## src/rtl/coin_pkg.sv

```systemverilog
// Shared coin constants for the vending machine front end and complex_fsm.
package coin_pkg;

  localparam int         CNT_W      = 20;
  localparam logic [7:0] HALF_UNITS = 8'd1;
  localparam logic [7:0] ONE_UNITS  = 8'd2;
  localparam logic [7:0] TOTAL_MAX  = 8'd255;

  // Saturating add of coin units onto a running total.
  function automatic logic [7:0] sat_add(input logic [7:0] a, input logic [7:0] b);
    logic [8:0] sum;
    sum = {1'b0, a} + {1'b0, b};
    if (sum > {1'b0, TOTAL_MAX}) begin
      return TOTAL_MAX;
    end else begin
      return sum[7:0];
    end
  endfunction

endpackage

```

## src/rtl/key_debounce.sv

```systemverilog
// Two-flop synchroniser, mismatch-window debouncer and press-edge pulse for one raw key.
module key_debounce
  import coin_pkg::*;
#(
  parameter logic [CNT_W-1:0] CNT_MAX = 20'd999_999,
  parameter logic             KEY_ACT = 1'b0
) (
  input  logic sys_clk,
  input  logic sys_rst,
  input  logic key_in,
  output logic key_press
);

  logic             s1_q, s2_q;
  logic             stable_q, stable_d;
  logic             press_q, press_d;
  logic             armed_q, armed_d;
  logic [1:0]       prime_q;
  logic [CNT_W-1:0] cnt_q, cnt_d;

  // A key held through reset must be seen released (once s2 carries a real sample) before presses count.
  always_comb begin
    cnt_d    = {CNT_W{1'b0}};
    stable_d = stable_q;
    press_d  = 1'b0;
    armed_d  = armed_q | (prime_q[1] & (s2_q == !KEY_ACT));
    if (s2_q != stable_q) begin
      if (cnt_q == CNT_MAX) begin
        stable_d = s2_q;
        if (s2_q == KEY_ACT) begin
          press_d = armed_q;
        end else begin
          press_d = 1'b0;
        end
      end else begin
        cnt_d = cnt_q + CNT_W'(1);
      end
    end else begin
      cnt_d = {CNT_W{1'b0}};
    end
  end

  always_ff @(posedge sys_clk) begin
    if (sys_rst) begin
      s1_q     <= !KEY_ACT;
      s2_q     <= !KEY_ACT;
      stable_q <= !KEY_ACT;
      cnt_q    <= {CNT_W{1'b0}};
      press_q  <= 1'b0;
      armed_q  <= 1'b0;
      prime_q  <= 2'b00;
    end else begin
      s1_q     <= key_in;
      s2_q     <= s1_q;
      stable_q <= stable_d;
      cnt_q    <= cnt_d;
      press_q  <= press_d;
      armed_q  <= armed_d;
      prime_q  <= {prime_q[0], 1'b1};
    end
  end

  assign key_press = press_q;

endmodule

```

## src/rtl/coin_key_ctrl.sv

```systemverilog
// Coin key front end: two debouncers, half-first pulse arbiter and saturating coin total.
module coin_key_ctrl
  import coin_pkg::*;
#(
  parameter logic [CNT_W-1:0] CNT_MAX = 20'd999_999,
  parameter logic             KEY_ACT = 1'b0
) (
  input  logic       sys_clk,
  input  logic       sys_rst,
  input  logic       key_half,
  input  logic       key_one,
  input  logic       clr_cnt,
  output logic       po_money_half,
  output logic       po_money_one,
  output logic [7:0] coin_total
);

  logic       press_half_s, press_one_s;
  logic       pend_half_s, pend_one_s;
  logic       pend_half_q, pend_half_d;
  logic       pend_one_q, pend_one_d;
  logic       po_half_q, po_half_d;
  logic       po_one_q, po_one_d;
  logic [7:0] total_q, total_d;

  key_debounce #(.CNT_MAX(CNT_MAX), .KEY_ACT(KEY_ACT)) u_deb_half (
    .sys_clk  (sys_clk),
    .sys_rst  (sys_rst),
    .key_in   (key_half),
    .key_press(press_half_s)
  );

  key_debounce #(.CNT_MAX(CNT_MAX), .KEY_ACT(KEY_ACT)) u_deb_one (
    .sys_clk  (sys_clk),
    .sys_rst  (sys_rst),
    .key_in   (key_one),
    .key_press(press_one_s)
  );

  // A fresh press is eligible the same cycle it arrives, so no extra latency is added.
  always_comb begin
    pend_half_s = pend_half_q | press_half_s;
    pend_one_s  = pend_one_q | press_one_s;
    po_half_d   = pend_half_s;
    po_one_d    = pend_one_s & ~pend_half_s;
    pend_half_d = pend_half_s & ~po_half_d;
    pend_one_d  = pend_one_s & ~po_one_d;
    if (clr_cnt) begin
      total_d = 8'd0;
    end else if (po_half_d) begin
      total_d = sat_add(total_q, HALF_UNITS);
    end else if (po_one_d) begin
      total_d = sat_add(total_q, ONE_UNITS);
    end else begin
      total_d = total_q;
    end
  end

  always_ff @(posedge sys_clk) begin
    if (sys_rst) begin
      pend_half_q <= 1'b0;
      pend_one_q  <= 1'b0;
      po_half_q   <= 1'b0;
      po_one_q    <= 1'b0;
      total_q     <= 8'd0;
    end else begin
      pend_half_q <= pend_half_d;
      pend_one_q  <= pend_one_d;
      po_half_q   <= po_half_d;
      po_one_q    <= po_one_d;
      total_q     <= total_d;
    end
  end

  assign po_money_half = po_half_q;
  assign po_money_one  = po_one_q;
  assign coin_total    = total_q;

endmodule

```

## config.mk

```make
export PLATFORM = sky130hd
export DESIGN_NAME = coin_key_ctrl
export DESIGN_NICKNAME = d
export VERILOG_FILES = /design/src/rtl/coin_pkg.sv /design/src/rtl/key_debounce.sv /design/src/rtl/coin_key_ctrl.sv
export SDC_FILE = /design/constraint.sdc
export NUM_CORES = 1
export LEC_CHECK = 0
export BUFFER_PORTS_ARGS = -buffer_cell sky130_fd_sc_hd__buf_2
export CORE_MARGIN = 3
export CORE_UTILIZATION = 50
export CTS_CLUSTER_SIZE = 25
export DETAILED_ROUTE_END_ITERATION = 10
export PLACE_DENSITY = 0.65
export SLEW_MARGIN = 30
export SYNTH_ARGS = -nofsm -noshare
export SYNTH_HDL_FRONTEND = slang
export SYNTH_SLANG_ARGS = --single-unit
```

## constraint.sdc

```tcl
create_clock -name sys_clk -period 2.1 [get_ports sys_clk]
set_clock_uncertainty 0.1 [all_clocks]
set_input_delay 0.42 -clock sys_clk [delete_from_list [all_inputs] [get_ports sys_clk]]
set_output_delay 0.42 -clock sys_clk [all_outputs]
set_load 0.1 [all_outputs]
```

Yosys cells after proc, flatten, opt, wreduce, memory -nomap -nowiden:

Cells that the tools add are included.

* order comparisons: 2
* bitwise gates (word level): 13
* multiplexer cells: 6
* multipliers: 0
* divide/modulo/power cells: 0
* equal/unequal tests: 4
* reduce and logical (&&, ||, !) cells: 8
* shift operators: 0
* $add $sub $neg: 4

Operators with widths (number)
* adder 20 x 1 -> 20 bit (second input constant): 2
* equality test 20 bit (second input constant): 2
* two-way mux 8 bit: 4
* > comparator 9 x 8 -> 1 bit (second input constant): 2
* adder 8 x 1 -> 9 bit (second input constant): 1
* adder 8 x 2 -> 9 bit (second input constant): 1
* OR reduction 4 bit: 2
* NOT 1 bit: 6
* OR reduction 3 bit: 2
* bitwise AND 1 bit: 4
* AND reduction 2 bit: 2
* bitwise OR 1 bit: 3
* two-way mux 1 bit: 2
* inequality test 1 bit: 2
* nonzero test 2 bit: 1
* OR reduction 2 bit: 1

* output and inout port bits: 10
* RAM bits: 0
* input port bits: 5
* ROM bits: 0
* memories: 0
* register bits after elaboration: 65
* bits in latches: 0

Logic depth before layout (Yosys ltp):

Gate-level depths: netlist of run 1.

* depth in word-level cells: 5
* depth in mapped cells: 7
* depth with buffers taken out: 7

Modules after synthesis:

From an unflattened synthesis of run 1, not the netlist that was laid out.

* cell total of the unflattened synthesis: 339
* area, all modules: 3041.7 um^2

By module, submodules not included
* key_debounce: instances 2, cells each 122, seq. area each 540.5 um^2, area each 1117.3 um^2
* coin_key_ctrl: instances 1, cells each 95, seq. area each 220.2 um^2, area each 807.0 um^2

Worst setup path before layout of run 1:

No wires, ideal clock.

* kind: register -> register
* from: reg total_q[2] (netlist: coin_total[2])
* to: reg total_q[2] (netlist: coin_total[2])
* required time: 1.912 ns
* library setup time: 0.088 ns
* cell stages (with the launch flop): 7
* arrival: 2.391 ns
* path buffers: 0
* path slack: -0.480 ns
* cell sequence: dfxtp_1 -> ha_1 -> inv_1 -> or3_1 -> a211oi_2 -> a2111oi_0 -> nor4_2

* cells in the longest elaborated chain, start to end: 5
* elaborated cells between the ends (all ways): 8
* classes of those cells: add/sub (2); order compare (2); mux (4)

Ends and longest elaborated chain
* start: declaration: RTL line coin_key_ctrl.sv:24 `logic [7:0] total_q, total_d;`
* start signal: assignment: RTL line coin_key_ctrl.sv:71 `total_q <= total_d;`
* adder 8 x 2 -> 9 bit: RTL line coin_pkg.sv:12 `sum = {1'b0, a} + {1'b0, b};`
* > comparator 9 x 8 -> 1 bit: RTL line coin_pkg.sv:13 `if (sum > {1'b0, TOTAL_MAX}) begin`
* two-way mux 8 bit: RTL line coin_pkg.sv:13
* two-way mux 8 bit: RTL line coin_key_ctrl.sv:52 `end else if (po_one_d) begin`
* two-way mux 8 bit (*): RTL line coin_key_ctrl.sv:50 `end else if (po_half_d) begin`

Mark *: on every way between the ends. The rest lies on a longest branch, timed or not. The select of a mux whose other input is x is not followed.
A chain may end at the register's enable or synchronous reset.

Worst setup path after layout of run 1:

* from: reg u_deb_one.cnt_q[2]
* to: reg u_deb_one.cnt_q[9]

* cells in the longest elaborated chain, start to end: 2
* elaborated cells between the ends (all ways): 3
* classes of those cells: add/sub (1); eq/ne (1); reduce/logical (1)

Ends and longest elaborated chain
* start: declaration: RTL line key_debounce.sv:19 `logic [CNT_W-1:0] cnt_q, cnt_d;`
* start signal: assignment: RTL line key_debounce.sv:48 `cnt_q <= {CNT_W{1'b0}};`
* start signal: assignment: RTL line key_debounce.sv:56 `cnt_q <= cnt_d;`
* parallel branches: the longest is 2 deep, another holds adder 20 x 1 -> 20 bit

Several ways; the timed one is not identified.

==> results.json, run 1 <==
{
  "period_share": 0.9013,
  "ys_warn_count": 0,
  "root_buffer": "clkbuf_8",
  "yosysSeqAreaShare": 0.4366,
  "fin_crit_ns": 1.893,
  "post_drt_wl_per_cell_um": 12.58,
  "clock-sinks": 63,
  "start_util": 0.5215,
  "slew_viol_final": 0,
  "grt_max_degree": 21,
  "post-cts-setup-buffers": 0,
  "mostFrequentLayoutCells": "nor2_1, dfxtp_1, nand3_1, xnor2_1, nand2_1",
  "die_h_um": 82.02,
  "stdcell_area_um2": 3266,
  "avgSynthCellArea_um2": 8.889,
  "area_growth_pct": 13.04,
  "first_pass_iters": 4,
  "leakagePower_uw": 0.001122,
  "ys_seq_elements": 63,
  "antenna_cells": 0,
  "synth_ff_type": "dfxtp_1",
  "final_util": 0.5894,
  "final_common_cell": "nor2_1",
  "ir_drop_v": 0.0005432,
  "die_x_um": 82.02,
  "crit_fanout": 20,
  "cts_buffer_depth": 2,
  "hold_viol": 0,
  "status": "finished clean",
  "worstSetupStartpointType": "flip-flop",
  "grt_pass1_vias": 2041,
  "drv_cap": 0,
  "grt_pass1_wl_mm": 8.907,
  "cts_resized": 0,
  "cts_tree": "yes",
  "place_area_um2": 3095,
  "port_buffers": 14,
  "insertion_delay_ns": 0.33,
  "async_flop_share": 0,
  "htree_num_levels": 3,
  "syn_nets": 338,
  "path_clk_slew_ns": 0.06,
  "rsz0062_at_grt": "false",
  "io_pins": 15,
  "dieArea_um2": 6726,
  "nNetsFinal": 361,
  "power.density_nw_per_um2": 658.8,
  "drive_gt1_frac": 0.1738,
  "dr_wl_met2_mm": 2.328,
  "synth-edff-count": 0,
  "fmax_mhz": 528.3,
  "grt-ovfl-total": 0,
  "grt_antenna_before_repair": 0,
  "ant_nets": 0,
  "ys_types": 48,
  "core-area_um2": 5540,
  "syn-cell-area_um2": 2889,
  "critPathKind": "flip-flop to flip-flop",
  "first_iter_violations": 86,
  "crit_arrival_ns": 2.01,
  "ctsHoldBuffers": 0,
  "place.gp.congestion": 0.9357,
  "fp-row-count": 27,
  "tns_ns": 0,
  "met1_length_mm": 2.679,
  "cts_buffers": 9,
  "hp-class": "input port to flip-flop",
  "worst_slew_pin_slew_ns": 0.5070,
  "syn_inst": 325,
  "topRoutingLayerUsed": "met4",
  "relSlewSlack": 0.6533,
  "end_kind": "flip-flop",
  "wl_mm": 5.321,
  "fillers": 499,
  "route.vias.total": 2271,
  "grt_usage": 0.1714,
  "required_ns": 2.22,
  "place_hpwl_mm": 3.766,
  "setup_viol": 0,
  "post-route-drc-count": 0,
  "viasPerCell": 5.369,
  "dr_wl_met3_um": 229
}
flip-flops by register name, summed over array words and instances, names as in the netlist:
name / flops
u_deb_one.s1_q: 1
u_deb_one.prime_q: 1
u_deb_one.s2_q: 1
po_money_half: 1
u_deb_half.prime_q: 1
po_money_one: 1
u_deb_one.armed_q: 1
pend_one_q: 1
coin_total: 8
u_deb_half.key_press: 1
u_deb_half.s1_q: 1
u_deb_one.cnt_q: 20
u_deb_half.stable_q: 1
u_deb_half.s2_q: 1
u_deb_one.stable_q: 1
u_deb_half.cnt_q: 20
u_deb_one.key_press: 1
u_deb_half.armed_q: 1
worst paths after layout:
path	to	slack, ns	cells past startpoint	startpoint
worst min-delay path	u_deb_one.s1_q	0.17	2	key_one
worst max-delay path	u_deb_one.cnt_q[9]	0.21	6	u_deb_one.cnt_q[2]
worst min register to register	u_deb_half.s2_q	0.31	1	u_deb_half.s1_q
worst max register to register	u_deb_one.cnt_q[9]	0.21	6	u_deb_one.cnt_q[2]
cell usage after synthesis, drive strengths merged (7+ instances only):
cell type,number,area [um^2]
nand3,25,125.1
dfxtp,63,1261
nand2,21,78.83
nor4,7,75.07
nor2,57,216.5
nand4,8,56.30
xnor2,21,183.9
o21ai,7,35.03
ha,8,100.1
inv,10,37.54
nor3,11,65.06
a21oi,9,45.04
xor2,20,175.2
logic make-up after synthesis:
kind of cell             Yosys count  synth area share
multiplexers                       2          0.006930
flip-flops                        63            0.4366
buffers and inverters             19           0.03075
adder cells (fa/ha/maj)            8           0.03465
AND/OR/NAND/NOR                  162            0.2954
XOR/XNOR                          41            0.1243
AO/OA/AOI/OAI                     30           0.07146
critical path, cell delays in order, from the launching register on:
cell and delay, ns:
dfxtp_1 0.44, and4_2 0.26, nand3_1 0.15, nor4_2 0.41, or3_1 0.21, buf_12 0.16, nor2_1 0.06
routing by layer:
layer / vias up / GRT usage
met1: 1041 / 0.2281
met2: 52 / 0.2585
li1: 1170 / -
met4: 0 / 0.07143
met5: - / 0
met3: 8 / 0.04934
per-stage QoR:
step / hold WS, ns / worst slack [ns] / std cells / power [uW]
floorplan: 0.2895 / 0.1030 / 325 / 1253
global placement: 0.2922 / 0.2189 / 409 / 1267
detailed placement: 0.2952 / 0.1864 / 409 / 1268
CTS: 0.1545 / 0.1773 / 423 / 2182
global route: 0.1683 / 0.05458 / 423 / 2243
finish: 0.1722 / 0.2072 / 423 / 2151
where the power goes:
part           total (uW)  internal [uW]  leakage, uW  switching (uW)
combinational        36.1           16.0     0.000519            20.2
clock                 911            478    0.0000876             433
sequential           1200           1200     0.000515            5.47
final cells by class:
class | count | area (um^2) | area share
clock inverter | 3 | 18.77 | 0.005747
inverter | 10 | 37.54 | 0.01149
timing repair buffer | 21 | 147.6 | 0.04521
sequential | 63 | 1281 | 0.3923
tap | 72 | 90.09 | 0.02759
clock buffer | 11 | 151.4 | 0.04636
multi-input combinational | 243 | 1539 | 0.4713
Note: power is estimated with default switching activity, not from simulation.
==> run 2: changes to the inputs <==
==> constraint.sdc (replaced) <==
create_clock -name sys_clk -period 2.1 [get_ports sys_clk]
set_clock_uncertainty 0.1 [all_clocks]
set_input_delay 0 -clock sys_clk [delete_from_list [all_inputs] [get_ports sys_clk]]
set_output_delay 0 -clock sys_clk [all_outputs]
set_load 0.1 [all_outputs]
==> run 2 against run 1 <==
Against the previous run: critical path depth stayed put; critical path type unchanged; non-clock buffer count is 4 higher; register-to-register slack lost 0.07 ns; critical endpoint is now u_deb_one.cnt_q[2].
==> results.json, run 2 (synthesis results as in run 1) <==
{
  "fillers": 490,
  "die_h_um": 82.02,
  "clock-sinks": 63,
  "fin_cells": 428,
  "nNetsFinal": 365,
  "crit_arrival_ns": 2.08,
  "path_clk_slew_ns": 0.06,
  "r2r_setup_slack_ns": 0.14,
  "route.vias.total": 2274,
  "dp.cells": 409,
  "hp-class": "input port to flip-flop",
  "drive_gt1_frac": 0.1685,
  "grt_max_degree": 21,
  "start_util": 0.5215,
  "cts_tree": "yes",
  "die_x_um": 82.02,
  "fin_crit_ns": 1.964,
  "worst_slew_pin_slew_ns": 0.4723,
  "leakagePower_uw": 0.001144,
  "tns_ns": 0,
  "hold_viol": 0,
  "critPathKind": "flip-flop to flip-flop",
  "grt_antenna_before_repair": 0,
  "ant_nets": 0,
  "wl_mm": 5.265,
  "setup_ws_ns": 0.1359,
  "status": "finished clean",
  "stdcell_area_um2": 3313,
  "place_area_um2": 3095,
  "dieArea_um2": 6726,
  "setup_viol": 0,
  "viasPerCell": 5.313,
  "first_pass_iters": 4,
  "crit_fanout": 20,
  "root_buffer": "clkbuf_8",
  "relSlewSlack": 0.6770,
  "htree_num_levels": 3,
  "grt_usage": 0.1767,
  "rsz0062_at_grt": "false",
  "drv_cap": 0,
  "end_kind": "flip-flop",
  "mostFrequentLayoutCells": "nor2_1, dfxtp_1, nand3_1, xnor2_1, nand2_1",
  "place_hpwl_mm": 3.654,
  "grt_pass1_vias": 2023,
  "first_iter_violations": 76,
  "post-cts-setup-buffers": 0,
  "grt_pass1_wl_mm": 9.142,
  "fp-row-count": 27,
  "final_util": 0.5980,
  "post_drt_wl_per_cell_um": 12.30,
  "port_buffers": 14,
  "area_growth_pct": 14.68,
  "fmax_mhz": 509.1,
  "required_ns": 2.22,
  "core-area_um2": 5540,
  "grt-ovfl-total": 0,
  "power.density_nw_per_um2": 671.3,
  "period_share": 0.9353,
  "worstSetupStartpointType": "flip-flop",
  "final_common_cell": "nor2_1",
  "antenna_cells": 0,
  "post-route-drc-count": 0,
  "io_pins": 15,
  "slew_viol_final": 0,
  "cts_buffer_depth": 2,
  "cts_buffers": 9,
  "ir_drop_v": 0.0005372,
  "insertion_delay_ns": 0.33,
  "place.gp.congestion": 0.9307,
  "place_ws_ns": 0.1843
}
## run 2: changes by cell type in the layout (fill, tap and decap cells not counted), sizes merged
cell         change
clkinv           +1
bufinv           +1
dlygate4sd3      +4
clkinvlp         -1
## run 2: area by class of cell
class | count | area (um^2) | area share
sequential | 63 | 1281 | 0.3867
inverter | 10 | 37.54 | 0.01133
clock buffer | 11 | 131.4 | 0.03965
clock inverter | 4 | 46.29 | 0.01397
timing repair buffer | 25 | 187.7 | 0.05665
tap | 72 | 90.09 | 0.02719
multi-input combinational | 243 | 1539 | 0.4645
## run 2: critical path: stages, from the launching register on
cell and delay [ns]:
dfxtp_1 0.44, and4_2 0.27, nand3_1 0.15, nor4_2 0.46, or3_1 0.22, buf_12 0.16
nor2_1 0.05
## run 2: through the flow
stage / hold slack [ns] / total power [uW]
6_report: 0.2881 / 2224
3_5_place_dp: 0.08587 / 1268
2_1_floorplan: -0.02839 / 1253
3_3_place_gp: 0.08369 / 1267
4_1_cts: 0.2684 / 2257
5_1_grt: 0.2794 / 2310
## run 2: path summary, 6_finish.rpt
kind                                          from                 end  depth (start not counted)
worst max-delay path            u_deb_one.cnt_q[2]  u_deb_one.cnt_q[2]                          6
worst min-delay path                      key_half     u_deb_half.s1_q                          3
worst max register to register  u_deb_one.cnt_q[2]  u_deb_one.cnt_q[2]                          6
worst min register to register     u_deb_half.s1_q     u_deb_half.s2_q                          1
## run 2: timing repair
item,CTS,global route
hold endpoints to repair,18,0
gates resized for setup,0,0
hold buffers,4,0
## run 2: power by group
part / leakage [uW] / switching (uW) / internal (uW)
Clock: 0.0000935 / 439 / 539
Combinational: 0.000536 / 21.4 / 20.8
Sequential: 0.000515 / 5.35 / 1200
## run 2: per-layer routing
| layer | vias to the layer above | GRT usage | share of wire |
|---|---|---|---|
| met1 | 1054 | 0.2336 | 0.51 |
| met3 | 9 | 0.06031 | 0.039 |
| met5 | - | 0 | 0 |
| li1 | 1172 | - | - |
| met2 | 39 | 0.2601 | 0.44 |
| met4 | 0 | 0.07641 | 0.016 |
==> run 3: changes to the inputs <==
CELL_PAD_IN_SITES_DETAIL_PLACEMENT = 0   (was not set)
CELL_PAD_IN_SITES_GLOBAL_PLACEMENT = 1   (was not set)
CORE_UTILIZATION = 46   (was 50)
PLACE_DENSITY = 0.76   (was 0.65)
==> run 3 against run 2 <==
Against the previous run: wire length up 2.9%; clock power rose by 2.1%; critical path type unchanged; worst hold slack got worse by 0.0026 ns.
==> results.json, run 3 (synthesis results as in run 1) <==
{
  "dieArea_um2": 7268,
  "area_growth_pct": 14.77,
  "worst_slew_pin_slew_ns": 0.4791,
  "register_area_um2": 1281,
  "slew_viol_final": 0,
  "post-cts-setup-buffers": 0,
  "crit_fanout": 10,
  "grt_pass1_wl_mm": 9.604,
  "drive_gt1_frac": 0.1760,
  "grt_pass1_vias": 2099,
  "critPathKind": "flip-flop to flip-flop",
  "fin_crit_ns": 1.883,
  "start_util": 0.4822,
  "rsz0062_at_grt": "false",
  "drv_cap": 0,
  "mostFrequentLayoutCells": "nor2_1, dfxtp_1, nand3_1, xnor2_1, nand2_1",
  "fin_cells": 433,
  "root_buffer": "clkbuf_8",
  "leakagePower_uw": 0.001144,
  "core-area_um2": 5991,
  "first_pass_iters": 4,
  "place.gp.congestion": 0.8814,
  "ir_drop_v": 0.0005236,
  "nNetsFinal": 366,
  "relSlewSlack": 0.6723,
  "viasPerCell": 5.150,
  "cts_buffer_depth": 2,
  "fillers": 565,
  "cts_buffers": 9,
  "dp.cells": 413,
  "post_drt_wl_per_cell_um": 12.51,
  "final_common_cell": "nor2_1",
  "setup_viol": 0,
  "insertion_delay_ns": 0.33,
  "hp-class": "input port to flip-flop",
  "multi_input_area_um2": 1539,
  "worstSetupStartpointType": "flip-flop",
  "first_iter_violations": 96,
  "required_ns": 2.22,
  "grt_usage": 0.1619,
  "antenna_cells": 0,
  "fp-row-count": 28,
  "cts_tree": "yes",
  "status": "finished clean",
  "io_pins": 15,
  "die_h_um": 85.25,
  "tns_ns": 0,
  "clock-sinks": 63,
  "wl_mm": 5.416,
  "power.density_nw_per_um2": 677.0,
  "port_buffers": 14,
  "grt-ovfl-total": 0,
  "path_clk_slew_ns": 0.06,
  "grt_max_degree": 17,
  "post-route-drc-count": 0,
  "crit_arrival_ns": 2.00,
  "hold_viol": 0,
  "htree_num_levels": 3,
  "route.vias.total": 2230,
  "place_hpwl_mm": 3.821,
  "grt_antenna_before_repair": 0,
  "ant_nets": 0,
  "die_x_um": 85.25,
  "fmax_mhz": 531.1,
  "end_kind": "flip-flop",
  "period_share": 0.8966
}
-- run 3: power by group --
part / internal [uW] / switching, uW
logic: 19.5 / 21.9
registers: 1200 / 5.49
clock network: 557 / 442
total: 1780 / 469
-- run 3: final cells by class --
type	instances	area share
Clock buffer	14	0.05509
Clock inverter	2	0.003396
Timing Repair Buffer	26	0.05132
Inverter	10	0.01132
Multi-Input combinational cell	243	0.4642
Tap cell	75	0.02830
Sequential cell	63	0.3864
-- run 3: through the flow --
stage | setup WS, ns | area [um^2] | hold WS (ns) | utilization | total power, uW
5_1_grt | 0.01468 | 3316 | 0.2979 | 0.5535 | 2348
2_1_floorplan | 0.1030 | 2909 | -0.02839 | - | 1253
3_3_place_gp | 0.1940 | 3082 | 0.08401 | 0.5144 | 1267
6_report | 0.2171 | 3316 | 0.2855 | 0.5535 | 2245
3_5_place_dp | 0.2073 | 3082 | 0.08520 | 0.5144 | 1268
4_1_cts | 0.1860 | 3316 | 0.2715 | 0.5535 | 2279
-- run 3: per-layer routing --
metal / global-route usage / part of all wire
met2: 0.2422 / 0.42
met1: 0.2246 / 0.53
met5: 0 / 0
met4: 0.06906 / 0.016
met3: 0.03495 / 0.040
-- run 3: path summary, 6_finish.rpt --
path                            slack, ns                 end  cells after the start               start
worst max-delay path                 0.22  u_deb_one.cnt_q[2]                      6  u_deb_one.cnt_q[2]
worst max register to register       0.22  u_deb_one.cnt_q[2]                      6  u_deb_one.cnt_q[2]
worst min register to register       0.31     u_deb_half.s2_q                      1     u_deb_half.s1_q
worst min-delay path                 0.29      u_deb_one.s1_q                      3             key_one
-- run 3: repair_timing --
| action | 4_1_cts | 5_1_grt |
|---|---|---|
| resized for setup | 0 | 0 |
| hold endpoints to repair | 12 | 0 |
| hold buffers | 4 | 0 |
-- run 3: worst max-delay path, stage by stage (launching register included) --
cell	delay [ns]
dfxtp_1	0.43
and4_2	0.26
nand3_1	0.14
nor4_2	0.41
or3_1	0.19
buf_4	0.18
nor2_1	0.06
